**config.mk**
```make
export PLATFORM = sky130hd
export DESIGN_NAME = ripple_carry_adder
export DESIGN_NICKNAME = d
export VERILOG_FILES = /design/src/rtl/ripple_carry_adder_pkg.sv /design/src/rtl/ripple_carry_adder_full_adder.sv /design/src/rtl/ripple_carry_adder.sv
export SDC_FILE = /design/constraint.sdc
export NUM_CORES = 1
export LEC_CHECK = 0
export ABC_AREA = 1
export BUFFER_PORTS_ARGS = -buffer_cell sky130_fd_sc_hd__buf_2
export CAP_MARGIN = 20
export CORE_AREA = 5 5 42 44
export CTS_CLUSTER_SIZE = 28
export DETAILED_ROUTE_END_ITERATION = 16
export DIE_AREA = 0 0 47 49
export PLACE_DENSITY = 0.53
export SYNTH_ARGS = -nofsm -noshare
export SYNTH_HDL_FRONTEND = slang
export SYNTH_SLANG_ARGS = --single-unit
export TNS_END_PERCENT = 1
```
**constraint.sdc**
```tcl
create_clock -name clk -period 0.8 [get_ports clk]
set_input_delay 0.04 -clock clk [delete_from_list [all_inputs] [get_ports clk]]
set_output_delay 0.04 -clock clk [all_outputs]
set_load 0.02 [all_outputs]
```
**src/rtl/ripple_carry_adder_pkg.sv**
```systemverilog
// Shared bit-level helpers for the ripple-carry adder slice.
// Keeping the full-adder equations here lets other datapath leaves reuse them.
package ripple_carry_adder_pkg;

    localparam int unsigned DEFAULT_WIDTH = 4;

    function automatic logic fa_sum(input logic a, input logic b, input logic cin);
        return a ^ b ^ cin;
    endfunction

    // Generate term a&b, propagate term a^b gated by the incoming carry.
    function automatic logic fa_carry(input logic a, input logic b, input logic cin);
        return (a & b) | (cin & (a ^ b));
    endfunction

endpackage

```
**src/rtl/ripple_carry_adder_full_adder.sv**
```systemverilog
// One-bit full adder stage; the top chains WIDTH of these through cin/cout.
module full_adder
    import ripple_carry_adder_pkg::*;
(
    input  logic a,
    input  logic b,
    input  logic cin,
    output logic s,
    output logic cout
);

    assign s    = fa_sum(a, b, cin);
    assign cout = fa_carry(a, b, cin);

endmodule

```
**src/rtl/ripple_carry_adder.sv**
```systemverilog
// WIDTH-bit ripple-carry adder exposing every stage carry, with an optional
// output register so intermediate carries can be tapped one cycle later.
module ripple_carry_adder
    import ripple_carry_adder_pkg::*;
#(
    parameter int unsigned WIDTH   = DEFAULT_WIDTH,
    parameter bit          REG_OUT = 1'b1
) (
    input  logic             clk,
    input  logic             rst,
    input  logic [WIDTH-1:0] A,
    input  logic [WIDTH-1:0] B,
    input  logic             Cin,
    output logic [WIDTH-1:0] Sum,
    output logic [WIDTH-1:0] Cout
);

    // carry[i] is the carry into stage i; carry[WIDTH] is the final carry-out.
    logic [WIDTH:0]   carry;
    logic [WIDTH-1:0] sum_comb;

    assign carry[0] = Cin;

    for (genvar i = 0; i < WIDTH; i++) begin : g_stage
        full_adder u_fa (
            .a    (A[i]),
            .b    (B[i]),
            .cin  (carry[i]),
            .s    (sum_comb[i]),
            .cout (carry[i+1])
        );
    end

    if (REG_OUT) begin : g_reg
        always_ff @(posedge clk or posedge rst) begin
            if (rst) begin
                Sum  <= '0;
                Cout <= '0;
            end else begin
                Sum  <= sum_comb;
                Cout <= carry[WIDTH:1];
            end
        end
    end else begin : g_comb
        // Clock and reset have no role in the combinational build.
        logic unused_clk_rst;
        assign unused_clk_rst = clk | rst;

        assign Sum  = sum_comb;
        assign Cout = carry[WIDTH:1];
    end

endmodule

```
==> impl_results.md <==
* Total grt overflow at 0
* Crit share post-route at 1.94
* Vias per cell at 3.69
* Clock Power Share at 0.302
* # Post-CTS Setup Buffers at 0
* Starting Density at 0.203
* Rel. slew slack at 0.798
* Share of post-route cells with drive strength above 1 at 0.686
* Worst vdd ir at around 0.00089 V
* Clock buffer count from CTS at 3
* Vias in the first global route at between 200 and 250
* Rows at 14
* Logic pwr share at 0.223
* Simple-Gate Fraction of Synth Area at 0
* CP endpoint kind: flip-flop
* Synth Area per Inst at around 22 sq um
* CTS tree: yes
* Critical path class: in2reg
* RSZ-0062 raised after global routing: yes
* CP max FO at 2
* CP Data Required Time at 920 ps
* Commonest cells in the netlist: dfrtp_1, fa_1, inv_1
* Switching share of power at 0.277
* Violations in the final reports: negative setup slack
* Post-DR wirelength/cell at roughly 12 um
* First-pass GRT wire length at around 1.0 mm
* Mux share of post-synthesis cell area at 0
* CTS clk-pin slew, worst paths at 50 ps
* Cell taking the most area after synthesis: dfrtp_1
* Largest family of logic cells by synthesized area: adder cells
* Die Y at 49 um
* # diodes at 0
* Synthesized Nets at 28
* Gate Count Post-Synth at 13
* Count of different cell masters after synthesis at 3
* Core area at approximately 1400 sq um
* Synth Flop Type: dfrtp_1
* CTS root buf: clkbuf_4
* Status: finished, violations left
* DIE AREA at about 2300 sq um
* Complex-gate fraction of the synthesized area at 0
* MaxCap Viol Count at 0
* CP arrival at ~1700 ps
* Longest Clk Path Bufs at 2
* Final setup margin at -752 ps
* H-tree depth at 1
* Worst-Margin Slew at slightly above 300 ps
* Drt drc at 0
* Final Max Slew Viols at 0
* Antenna viol nets, final at 0
* Number of synthesized flops with an enable pin at 0
* LEAKAGE at about 0.22 nW
* Ranking of synthesized cells by area: dfrtp_1, fa_1, inv_1
* Synthesis Warnings at 0
* Final Hold Slack at ~63 ps
* Fin crit period at approximately 1600 ps
* Pwr Density at 2230 nW/um^2
* Die Wd at 47 um
* Net Switching at 0.276 mW
* Sequential share of the synthesized area at 0.705
* Via count at around 190
* CP startpoint kind: input port
* Final Hold Vio Count at 0
* FF+latch count, synth at 8
* Tot GR Track Use at 0.0691
* Initial antenna violation count at 0
* Top cell type's share of synthesized area at 0.705
* Largest net degree at the start of global routing at 9
* Post-synthesis xor/xnor area fraction at 0
* Routability cong. at roughly 0.63
* Drt first pass iters at 2
* Fmax achieved at approximately 0.64 GHz
* Post-synthesis instance area at 284 sq um
* Detailed Route WL at about 630 um
* Worst hold path type: in2reg
* Post-synthesis adder-cell area fraction at 0.282
* Total power at 0.995 mW
* Boundary Pins at 19
* Final setup violation count at 8
* # nets final at 52
* Port bufs at 18
* Ys async rst share at 1.00
* CTS Sinks at 8
* Top-count cell post-synth: dfrtp_1
* Seq pwr share at 0.475
* Total internal power at slightly above 0.7 mW
* Layout area overhead at 57.3%
* DRT iter0 DRCs at 2
-- registers in the layout, indices dropped and copies added, names as in the netlist --
name  cells
Sum       4
Cout      4
-- cell families after synthesis --
family     Yosys count
flops                8
fa+ha+maj            4
buf+inv              1
-- metrics by stage --
stage	worst slack, ps	cell area, sq um	TNS (ps)	util	std cells
5_1_grt	-777	447	-2620	0.319	51
2_1_floorplan	-898	292	-3130	-	13
3_3_place_gp	-1070	402	-4080	0.287	47
6_report	-752	447	-2270	0.319	51
3_5_place_dp	-1100	402	-4180	0.287	47
4_1_cts	-754	440	-2380	0.314	51
-- power by group through the flow --
| stage | Sequential [mW] | Combinational [mW] | Clock, mW |
|---|---|---|---|
| after CTS | 0.473 | 0.226 | 0.324 |
| after detailed placement | 0.478 | 0.221 | 0 |
| final | 0.473 | 0.222 | 0.300 |
| after global placement | 0.478 | 0.216 | 0 |
| after floorplan | 0.553 | 0.0390 | 0 |
| after global routing | 0.481 | 0.246 | 0.350 |
-- placed cells by master (no fill, tap or decap) --
cell type,synthesis,routed
buf_2,0,16
dfrtp_1,8,8
fa_2,0,3
clkbuf_4,0,3
buf_6,0,2
inv_1,1,1
fa_1,4,1
dlygate4sd3_1,0,1
-- final timing paths --
check / start / end / slack [ps] / cells past startpoint
worst max-delay path: A[0] / Sum[3] / -750 / 5
worst min-delay path: B[3] / Sum[3] / 60 / 2
max in group asynchronous: rst / Sum[3] / 300 / 3
min in group asynchronous: rst / Sum[2] / 270 / 3
-- cell type report --
cell class	count	area, sq um
Clock buffer	3	22.5
Fill cell	148	955
Inverter	1	3.75
Timing Repair Buffer	19	113
Tap cell	16	20.0
Multi-Input combinational cell	4	87.6
Sequential cell	8	200
-- critical path: stages --
cell   delay (ps)
buf_6          90
fa_2          390
fa_2          360
fa_2          360
fa_1          430
-- per-layer routing --
layer | share of wire | global-route usage
met5 | 0 | 0
met4 | 0.024 | 0.0691
met3 | 0.23 | 0.0517
met2 | 0.40 | 0.0860
met1 | 0.35 | 0.0683
-- repair_timing --
| action | in CTS | in global routing |
|---|---|---|
| resized for setup | 1 | 2 |
| endpoints found under the hold margin | 8 | 0 |
| hold buffers | 1 | 0 |
| setup endpoints to repair | 14 | 13 |
| pin swaps | 1 | 0 |
(Power assumes the default switching activity.)
